`config.mk`:
```
export PLATFORM = sky130hd
export DESIGN_NAME = pong_key_ctrl
export DESIGN_NICKNAME = d
export VERILOG_FILES = /design/src/rtl/pong_key_ctrl.sv
export SDC_FILE = /design/constraint.sdc
export NUM_CORES = 1
export LEC_CHECK = 0
export CORE_UTILIZATION = 45
export DETAILED_ROUTE_END_ITERATION = 8
export DONT_BUFFER_PORTS = 1
export GPL_TIMING_DRIVEN = 0
export HOLD_SLACK_MARGIN = 0.05
export SLEW_MARGIN = 20
export SYNTH_ARGS = -nofsm -noshare
export SYNTH_HDL_FRONTEND = slang
export SYNTH_SLANG_ARGS = --single-unit
export TNS_END_PERCENT = 10
```
`constraint.sdc`:
```
create_clock -name clk -period 2 [get_ports clk]
set_input_delay 0.4 -clock clk [delete_from_list [all_inputs] [get_ports clk]]
set_output_delay 0.4 -clock clk [all_outputs]
set_load 0.02 [all_outputs]
```
`src/rtl/pong_key_ctrl.sv`:
```
// Decodes the keyboard scancode word into debounced, arbitrated paddle commands
// plus start/any-make strobes for the pong game.
module pong_key_ctrl #(
  parameter logic [7:0] P1_UP_CODE   = 8'h75,
  parameter logic [7:0] P1_DN_CODE   = 8'h72,
  parameter logic [7:0] P2_UP_CODE   = 8'h1D,
  parameter logic [7:0] P2_DN_CODE   = 8'h1B,
  parameter logic [7:0] START_CODE   = 8'h29,
  parameter int         HOLD_TIMEOUT = 45
) (
  input  logic        clk,
  input  logic        reset_n,
  input  logic [31:0] keycode,
  input  logic        frame_tick,
  input  logic        freeze,
  output logic        p1_up,
  output logic        p1_dn,
  output logic        p2_up,
  output logic        p2_dn,
  output logic        start_pulse,
  output logic        any_make
);

  localparam logic [7:0] AGE_LAST = 8'(HOLD_TIMEOUT - 1);

  logic [15:0] prev_code;
  logic        primed;
  logic        freeze_q;
  logic        make_q;
  logic        start_q;
  logic        p1_last_up;
  logic        p2_last_up;
  logic [3:0]  held;
  logic [7:0]  age [4];

  logic [7:0]  new_byte;
  logic        byte_valid;
  logic        is_make;
  logic        is_break;
  logic [3:0]  make_hit;
  logic [3:0]  break_hit;
  logic        unused_upper;

  assign unused_upper = ^keycode[31:16];
  assign new_byte     = keycode[7:0];

  // The first edge after reset only loads prev_code, so a word already present
  // on keycode while reset was held is not mistaken for a fresh keystroke.
  always_comb begin
    byte_valid = 1'b0;
    is_make    = 1'b0;
    is_break   = 1'b0;
    if (primed && (keycode[15:0] != prev_code) &&
        (new_byte != 8'h00) && (new_byte != 8'hE0) && (new_byte != 8'hF0)) begin
      byte_valid = 1'b1;
    end
    if (byte_valid) begin
      if (keycode[15:8] == 8'hF0) is_break = 1'b1;
      else                        is_make  = 1'b1;
    end
  end

  always_comb begin
    make_hit  = 4'b0000;
    break_hit = 4'b0000;
    make_hit[0]  = is_make  && (new_byte == P1_UP_CODE);
    make_hit[1]  = is_make  && (new_byte == P1_DN_CODE);
    make_hit[2]  = is_make  && (new_byte == P2_UP_CODE);
    make_hit[3]  = is_make  && (new_byte == P2_DN_CODE);
    break_hit[0] = is_break && (new_byte == P1_UP_CODE);
    break_hit[1] = is_break && (new_byte == P1_DN_CODE);
    break_hit[2] = is_break && (new_byte == P2_UP_CODE);
    break_hit[3] = is_break && (new_byte == P2_DN_CODE);
  end

  // A make outranks both a break and an expiring age count, so a typematic
  // repeat landing on the timeout tick keeps the key held with a fresh count.
  always_ff @(posedge clk or negedge reset_n) begin
    if (!reset_n) begin
      prev_code  <= 16'h0000;
      primed     <= 1'b0;
      freeze_q   <= 1'b0;
      make_q     <= 1'b0;
      start_q    <= 1'b0;
      p1_last_up <= 1'b0;
      p2_last_up <= 1'b0;
      held       <= 4'b0000;
      for (int i = 0; i < 4; i++) age[i] <= 8'h00;
    end else begin
      prev_code <= keycode[15:0];
      primed    <= 1'b1;
      freeze_q  <= freeze;
      make_q    <= is_make;
      start_q   <= is_make && (new_byte == START_CODE);
      for (int i = 0; i < 4; i++) begin
        if (make_hit[i]) begin
          held[i] <= 1'b1;
          age[i]  <= 8'h00;
        end else if (break_hit[i]) begin
          held[i] <= 1'b0;
          age[i]  <= 8'h00;
        end else if (frame_tick && held[i]) begin
          if (age[i] == AGE_LAST) begin
            held[i] <= 1'b0;
            age[i]  <= 8'h00;
          end else begin
            age[i] <= age[i] + 8'd1;
          end
        end
      end
      if (make_hit[0])      p1_last_up <= 1'b1;
      else if (make_hit[1]) p1_last_up <= 1'b0;
      if (make_hit[2])      p2_last_up <= 1'b1;
      else if (make_hit[3]) p2_last_up <= 1'b0;
    end
  end

  always_ff @(posedge clk or negedge reset_n) begin
    if (!reset_n) begin
      p1_up       <= 1'b0;
      p1_dn       <= 1'b0;
      p2_up       <= 1'b0;
      p2_dn       <= 1'b0;
      start_pulse <= 1'b0;
      any_make    <= 1'b0;
    end else begin
      p1_up       <= held[0] & (~held[1] |  p1_last_up) & ~freeze_q;
      p1_dn       <= held[1] & (~held[0] | ~p1_last_up) & ~freeze_q;
      p2_up       <= held[2] & (~held[3] |  p2_last_up) & ~freeze_q;
      p2_dn       <= held[3] & (~held[2] | ~p2_last_up) & ~freeze_q;
      start_pulse <= start_q;
      any_make    <= make_q;
    end
  end

endmodule

```
### Word level (Yosys, flattened, before mapping)

Cells that the tools add are included.

| cells by class | value |
|---|---|
| bitwise operators | 19 |
| add/subtract/negate cells | 4 |
| muxes and demuxes | 41 |
| equal/unequal tests | 13 |
| reductions and logical operators | 32 |

Operators with widths:

| kind | number |
|---|---|
| 8-bit two-way mux | 16 |
| 8-bit by 6-bit equality test with 1-bit output, second input constant | 5 |
| 8-bit by 1-bit adder with 8-bit output, second input constant | 4 |
| 1-bit two-way mux | 25 |
| 3-bit nonzero test | 8 |
| 1-bit logical AND | 17 |
| 8-bit by 5-bit equality test with 1-bit output, second input constant | 2 |
| 8-bit by 7-bit equality test with 1-bit output, second input constant | 2 |
| 16-bit != test | 1 |
| 8-bit != test, second input constant | 2 |
| 1-bit AND | 8 |
| 8-bit equality test, second input constant | 1 |
| 2-bit AND reduction | 4 |
| 8-bit nonzero test | 1 |
| 1-bit inverter | 7 |
| 1-bit bitwise OR | 4 |
| 2-bit nonzero test | 2 |

| storage, ports and cells | value |
|---|---|
| flip-flop bits (word level) | 64 |
| input port bits | 36 |
| output and inout port bits | 6 |

### Logic depth before layout (Yosys ltp)

Gate-level depths: netlist (run 1).

| depth | value |
|---|---|
| word-level depth | 10 |
| depth in mapped cells | 8 |

### Least setup slack after synthesis (run 1)

OpenSTA, ideal clock, no wires.

| timing path | value |
|---|---|
| path kind | input port to flip-flop |
| start point | input port keycode[7] |
| end point | register age[29] in the netlist's numbering |
| stages | 7 |
| arrival time | 1.906 ns |
| setup time | 0.066 ns |
| path slack | 0.028 ns |
| cells stage by stage | buf_6 > xor2_1 > nor4_2 > nand4_1 > a32oi_2 > or4b_1 > nand2_1 |

| on the way | value |
|---|---|
| longest elaborated chain between the ends | 10 |
| elaborated cells on any way between the ends | 17 |
| those cells by class | 4 x eq/ne; 5 x mux; 8 x reduce/logical |

Ends and longest elaborated chain:

| what | RTL line | text |
|---|---|---|
| start: declaration | 13 | `input logic [31:0] keycode,` |
| 16-bit != test | 53 | `if (primed && (keycode[15:0] != prev_code) &&` |
| 1-bit logical AND (2 in a row) | 53 |  |
| 1-bit logical AND (2 in a row) | 54 | `(new_byte != 8'h00) && (new_byte != 8'hE0) && (new_byte != 8'hF0)) begin` |
| 1-bit two-way mux | 53 |  |
| 1-bit two-way mux | 57 | `if (byte_valid) begin` |
| 1-bit logical AND | 70 | `break_hit[0] = is_break && (new_byte == P1_UP_CODE);` |
| 8-bit two-way mux | 99 | `end else if (break_hit[i]) begin` |
| 8-bit two-way mux | 96 | `if (make_hit[i]) begin` |
| end signal: indexed assignment | 107 | `age[i] <= age[i] + 8'd1;` |
| end: declaration | 34 | `logic [7:0] age [4];` |

Several ways; a longest one is shown, not always the timed one.
A chain may end at the register's enable or synchronous reset.

### Worst setup path in the final report (run 1)

| timing path | value |
|---|---|
| start point | register prev_code[15] |
| end point | register age[29] in the netlist's numbering |

| on the way | value |
|---|---|
| longest elaborated chain between the ends | 10 |
| elaborated cells on any way between the ends | 13 |
| those cells by class | 1 x eq/ne; 5 x mux; 7 x reduce/logical |

Ends and longest elaborated chain:

| what | RTL line | text |
|---|---|---|
| start: declaration | 26 | `logic [15:0] prev_code;` |
| start signal: assignment | 90 | `prev_code <= keycode[15:0];` |
| 16-bit != test (*) | 53 |  |
| 1-bit logical AND (*) (2 in a row) | 53 |  |
| 1-bit logical AND (*) (2 in a row) | 54 |  |
| 1-bit two-way mux (*) | 53 |  |
| 1-bit two-way mux | 57 |  |
| 1-bit logical AND | 70 |  |
| 8-bit two-way mux | 99 |  |
| 8-bit two-way mux | 96 |  |

Mark *: on every way between the ends. The rest lies on a longest branch, timed or not.

==> reports/metrics.cfg, run 1 <==
[status]
status = completed

[grt]
gr-usage-all-layers_pct = 18.7
first_global_vias = 2244
grt_max_degree = 65
grt_antenna_before_repair = 0
grt_pass1_wl_um = 10600
grt.overflow.total = 0

[route]
ant_nets = 0
vias = 2248
post_drt_wl_per_cell_um = 14.5
firstDrtPassIters = 4
vias_per_cell = 5.50
wl_um = 5940
drtIter0Drc = 89
route.detailed.drc = 0

[clocking]
htreeDepth = 3
clk_latency_ns = 0.33
clk_pin_slew_ns = 0.07
cts_tree = done
cts_buffers = 9
clock-sinks = 64
cts.path.max_buffers = 2
cts-root-buf = clkbuf_8

[yosys]
synth_area_mm2 = 0.00311
avgSynthCellArea_um2 = 10.0
synth.distinct_cells = 47
yosysWarnings = 0
synth_cells = 310
async_reset_ff_share_pct = 100
ys_ff_latch = 64
synth-edff-count = 0
ys_seq_area_share_pct = 51.5
mappedNetlistNets = 354
synth_flop_cell = dfrtp_1

[timing]
relSlewSlack_pct = 39.6
slew_violations = 0
tightestPinTransition_ns = 0.898
setup_viol = 0
post-route-min-period_ns = 1.98
rsz0062_at_grt = yes
final.setup.worst_slack_ns = 0.0242
hold_violations = 0
fin_setup_tns_ns = 0
finalCritPeriodShare_pct = 98.8
max_freq_mhz = 506
clock_skew_ns = 0.00870

[setup_path]
critPathTopFamily = simple AND/OR/NAND/NOR gates
worst_ep_arrival_time_ns = 2.24
cpMaxStageDelayCell = or4b_1
critPathBufInv = 0
crit_fanout = 3
cp_slowest_stage_delay_ns = 0.45
path_class = register to register
cp_cell_sequence = xor2_1 -> nor4_4 -> nand4_1 -> a32oi_4 -> or4b_1 -> nand2_1
worst_setup_path_start_kind = register
crit_path_end_kind = register
critical_path_required_ns = 2.27

[floorplanning]
fp-row-count = 29
die_w_um = 85.1
initial_core_util_pct = 47.9
die_area_mm2 = 0.00725
io-pin-count = 42
die_h_um = 85.1
coreArea_mm2 = 0.00649

[job]
cap_violations = 0

[finish]
largest_reg_flops = 32
regMostFlops = age
nNetsFinal = 371
antenna_cells = 0
largestRegisters = age (32), prev_code (16), held (4)
drive_above_1_share_pct = 11.7
syn2layout_area_growth_pct = 12.8

[power]
p_per_area_mw_per_mm2 = 881
peakVddDrop_mv = 0.387
p_leak_nw = 1.52

[place]
dpl.hpwl_um = 3980
place_congestion = 0.766
portBuffers = 0
place_ws_ns = -0.229

[worst_hold_path]
hold_class = primary input to register

-- area by class of cell --
class,count,area (um2)
fillers,574,2990
well taps,77,96.3
inverters,14,52.6
clock inverters,4,20.0
multi-input cells,226,1480
plain buffers,6,47.5
repair buffers,6,67.6
clock buffers,12,145
flip-flops and latches,64,1600
-- placed cells by master (no fill, tap or decap), types with 7 or more instances in the layout --
cell	Yosys	layout
o21ai_0	19	18
ha_1	8	8
nand4_1	7	7
xor2_1	18	16
and3_1	7	7
clkbuf_8	0	10
nand2_1	34	33
dfrtp_1	64	64
nor3_1	10	10
a21oi_1	22	21
or3_1	8	8
and2_1	8	8
nand3_1	10	10
nor2_1	23	23
inv_1	14	14
-- metal layers --
metal	part of all wire, %	vias up	routed length (um)	track usage [%]
li1	-	1140	-	-
met1	51	1083	3050	26.2
met2	45	16	2690	28.3
met3	1.7	9	101	3.50
met4	1.6	0	97	8.63
met5	0	-	0	0
-- per-stage QoR --
stage	util, %	hold slack (ns)	area, um2	total power, mW	cells
global placement	49.4	0.106	3210	2.09	387
floorplan	-	0.104	3110	1.99	310
detailed placement	49.4	0.106	3210	2.12	387
finish	54.0	0.0911	3510	3.09	409
CTS	53.7	0.0734	3480	3.13	409
global route	54.0	0.0695	3510	3.29	409
-- report_power, final --
| part | switching (mW) | internal (mW) |
|---|---|---|
| clock network | 0.477 | 0.476 |
| logic | 0.268 | 0.233 |
| registers | 0.181 | 1.46 |
| total | 0.926 | 2.16 |
-- final timing paths --
check                         startpoint          end  slack [ns]  depth (start not counted)
max in group asynchronous        reset_n       age[6]        1.11                          2
min in group asynchronous        reset_n       age[9]        0.64                          2
setup reg to reg           prev_code[15]      age[29]        0.02                          6
setup / recovery           prev_code[15]      age[29]        0.02                          6
hold / removal                    freeze     freeze_q        0.09                          0
hold reg to reg                  start_q  start_pulse        0.35                          0
-- repair_timing --
action,4_1_cts,5_1_grt
buffers inserted,4,0
pin swaps,5,8
endpoints found under the setup margin,24,32
gates resized for setup,7,11
endpoints found under the hold margin,64,0
hold buffers,2,0
-- cells in the mapped netlist, types with 4 or more instances --
| master | number | area, um2 |
|---|---|---|
| nand4_1 | 7 | 43.8 |
| nor4_1 | 4 | 25.0 |
| nor2_1 | 23 | 86.3 |
| a21oi_1 | 22 | 110 |
| and2_1 | 8 | 50.1 |
| o21ai_0 | 19 | 95.1 |
| ha_1 | 8 | 100 |
| nor3_1 | 10 | 50.1 |
| dfrtp_1 | 64 | 1600 |
| or3_1 | 8 | 50.1 |
| nand3_1 | 10 | 50.1 |
| and3_1 | 7 | 43.8 |
| nand2_1 | 34 | 128 |
| nand3b_1 | 4 | 30.0 |
| inv_1 | 14 | 52.6 |
| xor2_1 | 18 | 158 |
-- worst reg2reg max path, delay by kind of cell, from the launching register on --
family          cells  cell delay, ns
simple gates        4            1.13
flops               1            0.37
compound gates      1            0.25
xor+xnor            1            0.18
-- cells by family (layout without fill, tap and decap cells) --
kind of cell	after synthesis	after routing	synth area share (%)
xor gates and xnor gates	20	20	5.63
adders and majority gates	8	8	3.22
buffers and inverters	20	42	2.94
AOI/OAI and AO/OA	62	62	12.5
DFF	64	64	51.5
and+or+nand+nor	134	134	23.8
muxes	1	1	0.322
other	1	1	0.121
Note: power is estimated with default switching activity, not from simulation.
==> run 2, diff against run 1 <==
==> constraint.sdc (replaced) <==
create_clock -name clk -period 1.8 [get_ports clk]
set_input_delay 0.36 -clock clk [delete_from_list [all_inputs] [get_ports clk]]
set_output_delay 0.36 -clock clk [all_outputs]
set_load 0.02 [all_outputs]
==> run 2 against run 1 <==
Compared with the run above: the flow now finishes with violations (hold timing, setup timing); sequential share of layout area decreased by 3.5 points; power increased by 20%; combinational power increased by 15%; die area unchanged; critical path depth increased by 2; fmax decreased by 2.2%; hold slack got worse by 0.38 ns; via count increased by 2.4%; core utilization increased by 4.5 points; final cell count increased by 4.4%; first-iteration DRC count decreased by 25%; critical endpoint is now age[13].
==> reports/metrics.cfg, run 2 (synthesis results as in run 1) <==
[status]
status = finished, violations left
violations = hold timing, setup timing

[floorplanning]
die_w_um = 85.1
coreArea_mm2 = 0.00649
initial_core_util_pct = 47.9
fp-row-count = 29
io-pin-count = 42
die_area_mm2 = 0.00725
die_h_um = 85.1

[timing]
rsz0062_at_grt = yes
post-route-min-period_ns = 2.02
clock_skew_ns = 0.00947
setup_viol = 25
tightestPinTransition_ns = 0.588
fin_setup_tns_ns = -2.33
hold_violations = 64
finalCritPeriodShare_pct = 112
final.setup.worst_slack_ns = -0.219
slew_violations = 0
relSlewSlack_pct = 60.5
max_freq_mhz = 495
whs_ns = -0.289

[setup_path]
crit_path_frequent_cell = buf_4
cp_cell_sequence = xor2_2 -> nor4_4 -> buf_4 -> a41oi_4 -> a21boi_2 -> buf_4 -> or3_1 -> a21oi_2
r2r-start = prev_code[13]
cpMaxStageDelayCell = dfrtp_1
reg2reg_depth = 8
worst_ep_arrival_time_ns = 2.28
worst_setup_path_start_kind = register
r2r_slack_ns = -0.22
cp_slowest_stage_delay_ns = 0.40
crit_fanout = 7
crit_path_end_kind = register
path_class = register to register
timing.rr.end = age[13]
critical_path_required_ns = 2.06

[route]
firstDrtPassIters = 4
drtIter0Drc = 67
post_drt_wl_per_cell_um = 14.5
vias_per_cell = 5.39
route.detailed.drc = 0
ant_nets = 0
vias = 2301
wl_um = 6200

[clocking]
clk_latency_ns = 0.34
clock-sinks = 64
cts_tree = done
cts-root-buf = clkbuf_8
cts.path.max_buffers = 2
hold_buffers = 17
htreeDepth = 3
clk_pin_slew_ns = 0.07
cts_buffers = 9

[finish]
largestRegisters = age (32), prev_code (16), held (4)
antenna_cells = 0
nNetsFinal = 389
final_cell_mix = dfrtp_1, nand2_1, nor2_1, a21oi_1, dlygate4sd3_1
drive_above_1_share_pct = 14.6
regMostFlops = age
syn2layout_area_growth_pct = 22.2
layout_commonest_cell = dfrtp_1
largest_reg_flops = 32

[grt]
grt_antenna_before_repair = 0
grt_pass1_wl_um = 10900
first_global_vias = 2322
grt.overflow.total = 0
grt_max_degree = 65
gr-usage-all-layers_pct = 19.2

[power]
p_leak_nw = 1.62
peakVddDrop_mv = 0.504
combPwrFrac_pct = 15.4
p_int_mw = 2.70
switching_share_pct = 27.4
p_per_area_mw_per_mm2 = 977
seqPwrFrac_pct = 49.1
p_total_mw = 3.71
netSwitchingPower_mw = 1.02
pwr-share-clk_pct = 35.5

[place]
dpl.hpwl_um = 4020
place_congestion = 0.815
portBuffers = 0

[worst_hold_path]
hold_class = primary input to asynchronous set/reset pin

[job]
cap_violations = 0

run 2: stage by stage:
| step | cell area, um2 | setup slack, ns | utilization [%] | instances |
|---|---|---|---|---|
| 2_1_floorplan | 3120 | -0.0560 | - | 310 |
| 3_3_place_gp | 3220 | -0.326 | 49.5 | 387 |
| 3_5_place_dp | 3220 | -0.361 | 49.5 | 387 |
| 4_1_cts | 3720 | -0.223 | 57.3 | 425 |
| 5_1_grt | 3800 | -0.320 | 58.5 | 427 |
| 6_report | 3800 | -0.219 | 58.5 | 427 |
run 2: final cells by class:
type	instances	area, um2
inverter	14	52.6
buffer	5	47.5
tap	77	96.3
timing repair buffer	25	230
sequential	64	1600
clock buffer	14	183
fill	533	2690
multi-input combinational	226	1560
clock inverter	2	35.0
run 2: timing repair:
action                     in CTS  in global routing
pin swaps                      19                 23
gates resized for setup        15                 14
buffers inserted                6                  1
hold endpoints to repair       81                 64
cloned                          0                  1
setup endpoints to repair      34                 37
run 2: worst max-delay path by stage:
stage,startpoint,endpoint,cells past startpoint
3_3_place_gp,keycode[7],age[29],7
4_1_cts,prev_code[10],age[31],6
2_1_floorplan,keycode[7],age[12],8
5_1_grt,prev_code[13],age[10],8
3_5_place_dp,keycode[3],age[31],5
6_report,prev_code[13],age[13],8
run 2: power by group through the flow:
stage          logic (mW)  clock network (mW)  registers (mW)
2_1_floorplan       0.423                   0            1.79
3_3_place_gp        0.501                   0            1.84
3_5_place_dp        0.510                   0            1.84
4_1_cts             0.564                1.36            1.82
5_1_grt             0.672                1.43            1.85
6_report            0.574                1.32            1.82
run 2: routing by layer:
metal	part of all wire, %	vias up	wire length, um	GRT usage [%]
met5	0	-	0	0
met4	2.1	0	129	8.78
met3	2.3	12	140	3.40
met2	47	19	2900	30.1
met1	49	1110	3030	26.2
li1	-	1160	-	-
run 2: worst max-delay path: cells and delay by family, from the launching register on:
kind | cells | cell delay, ns
DFF | 1 | 0.40
AOI/OAI and AO/OA | 3 | 0.63
and+or+nand+nor | 2 | 0.40
buffers and inverters | 2 | 0.32
xor gates and xnor gates | 1 | 0.19
==> run 3, diff against run 2 <==
--- a/config.mk
+++ b/config.mk
@@ -5,6 +5,7 @@
 export SDC_FILE = /design/constraint.sdc
 export NUM_CORES = 1
 export LEC_CHECK = 0
+export ABC_AREA = 1
 export CORE_UTILIZATION = 45
 export DETAILED_ROUTE_END_ITERATION = 8
 export DONT_BUFFER_PORTS = 1
==> run 3 against run 2 <==
Compared with the run above: the run ends with hold timing left; hold slack got worse by 0.0072 ns; critical path depth increased by 4; combinational power increased by 9.6%; final area increased by 7.1%; synthesized cell count increased by 44%; sequential share of layout area decreased by 2.8 points; final cell count increased by 37%; largest cell class is now multi-input gates; via count increased by 28%; largest power group unchanged; fmax increased by 22%; register-to-register slack improved by 0.37 ns; die area increased by 13%.
==> reports/metrics.cfg, run 3 <==
[route]
ant_nets = 0
post_drt_wl_per_cell_um = 13.0
firstDrtPassIters = 4
vias_per_cell = 5.05
wl_um = 7600
vias = 2950
drtIter0Drc = 155
route.detailed.drc = 0

[power]
p_leak_nw = 2.15
seqPwrFrac_pct = 47.1
pwr-share-clk_pct = 36.2
p_int_mw = 2.71
combPwrFrac_pct = 16.7
netSwitchingPower_mw = 1.06
p_per_area_mw_per_mm2 = 925
p_total_mw = 3.76
peakVddDrop_mv = 0.362
switching_share_pct = 28.1

[setup_path]
r2r-start = prev_code[14]
crit_path_end_kind = register
path_class = register to register
worst_setup_path_start_kind = register
critPathLaunch = prev_code[14]
critical_path_required_ns = 2.07
crit_fanout = 5
worst_ep_arrival_time_ns = 1.93

[place]
place_congestion = 0.877
portBuffers = 0
dp_cells = 546
dpl.hpwl_um = 5050

[yosys]
synth-edff-count = 0
mappedNetlistNets = 491
yosysTopAreaCell = dfrtp_1
yosysMostFrequentCell = nand2_1
async_reset_ff_share_pct = 100
synth_area_mm2 = 0.00351
synth.distinct_cells = 25
ys_top_cells_by_count = nand2_1, inv_1, dfrtp_1, nand4_1, nor2_1
ys_seq_area_share_pct = 45.6
yosysWarnings = 0
ys_ff_latch = 64
synth_cells = 447
synth_flop_cell = dfrtp_1
netlist_top_cells_area = dfrtp_1, nand2_1, nand4_1
avgSynthCellArea_um2 = 7.86
yosysTopAreaCellShare_pct = 45.6

[timing]
rsz0062_at_grt = yes
fin_setup_tns_ns = 0
hold_violations = 64
max_freq_mhz = 605
post-route-min-period_ns = 1.65
tightestPinTransition_ns = 0.658
slew_violations = 0
clock_skew_ns = 0.00830
finalCritPeriodShare_pct = 91.8
relSlewSlack_pct = 55.7
whs_ns = -0.296
setup_viol = 0

[finish]
final_cell_mix = nand2_1, inv_1, dfrtp_1, nand4_1, nor2_1
final_cells = 584
layout_commonest_cell = nand2_1
drive_above_1_share_pct = 7.22
regMostFlops = age
nNetsFinal = 524
syn2layout_area_growth_pct = 15.9
fin_util_pct = 55.0
largestRegisters = age (32), prev_code (16), held (4)
antenna_cells = 0
nFillCells = 716
largest_reg_flops = 32

[status]
status = finished, violations left
violations = hold timing

[clocking]
htreeDepth = 3
clk_pin_slew_ns = 0.07
cts_buffers = 9
cts_tree = done
cts-root-buf = clkbuf_8
clk_latency_ns = 0.34
hold_buffers = 17
cts.path.max_buffers = 2
clock-sinks = 64

[grt]
grt_max_degree = 65
grt_antenna_before_repair = 0
grt_pass1_wl_um = 13100
grt.overflow.total = 0
first_global_vias = 2815
gr-usage-all-layers_pct = 20.0

[floorplanning]
io-pin-count = 42
fp-row-count = 31
initial_core_util_pct = 47.4
coreArea_mm2 = 0.00741
die_area_mm2 = 0.00816
die_w_um = 90.3
die_h_um = 90.3

[job]
cap_violations = 0

[worst_hold_path]
hold_class = primary input to asynchronous set/reset pin

run 3: changes by cell type in the layout (fill, tap and decap cells not counted), sizes merged, moves of 8 or more:
cell / previous run / this run
nor2: 23 / 43
inv: 14 / 69
or3: 8 / 0
o21ai: 19 / 5
nand4: 7 / 51
a21oi: 22 / 0
nand2: 34 / 121
nand3: 10 / 35
run 3: repair_timing:
item,in CTS,in global routing
endpoints found under the setup margin,2,35
buffers inserted,0,3
endpoints found under the hold margin,81,64
resized for setup,1,3
cloned,0,2
pin swaps,0,6
run 3: cell families (layout without fill, tap and decap cells):
logic type	count (synthesis)	in the layout	share of synthesized area, %
other cells	1	1	0.107
buf+inv	75	112	8.44
flops	64	64	45.6
simple gates	264	265	34.7
compound gates	12	12	2.53
xor+xnor	23	23	5.74
fa+ha+maj	8	8	2.85
run 3: cell type report:
type / count / area, um2 / area share [%]
buffer: 3 / 26.3 / 0.645
clock buffer: 13 / 149 / 3.66
clock inverter: 3 / 65.1 / 1.60
inverter: 72 / 270 / 6.64
multi-input combinational: 309 / 1640 / 40.2
sequential: 64 / 1600 / 39.3
tap: 99 / 124 / 3.04
timing repair buffer: 21 / 200 / 4.92
run 3: per-stage QoR:
step | instance area, um2 | setup WS [ns]
floorplan | 3510 | 0.240
global placement | 3640 | -0.108
detailed placement | 3640 | -0.127
CTS | 4030 | 0.0852
global route | 4070 | -0.0328
finish | 4070 | 0.147
run 3: path summary, 6_finish.rpt:
check                           slack [ns]  cells after the start     endpoint
worst max-delay path                  0.15                     12      age[21]
worst min-delay path                 -0.30                      0  start_pulse
worst max register to register        0.15                     12      age[21]
worst min register to register        0.36                      0  start_pulse
max in group asynchronous             2.00                      0      age[17]
min in group clk                      0.22                      2      start_q
run 3: critical path: stages (launching register included):
cell and delay [ns]:
dfrtp_1 0.38, nor2_1 0.09, nor2_1 0.05, nor2_1 0.13, nand2_1 0.08, nor2_2 0.12, nand2_2 0.09, and2_1 0.15
buf_6 0.13, nand2_2 0.08, buf_4 0.15, nand3_1 0.07, nand2_1 0.07
run 3: routing by layer:
| metal | up-vias | global-route usage (%) | routed length (um) |
|---|---|---|---|
| li1 | 1529 | - | - |
| met1 | 1380 | 26.8 | 3700 |
| met2 | 33 | 31.6 | 3620 |
| met3 | 8 | 3.70 | 169 |
| met4 | 0 | 9.01 | 108 |
| met5 | - | 0 | 0 |
run 3: power by group through the flow:
stage	registers, mW	logic, mW	clock network, mW
floorplan	1.76	0.502	0
detailed placement	1.79	0.593	0
finish	1.77	0.629	1.36
global route	1.80	0.746	1.46
CTS	1.77	0.632	1.40
global placement	1.79	0.582	0
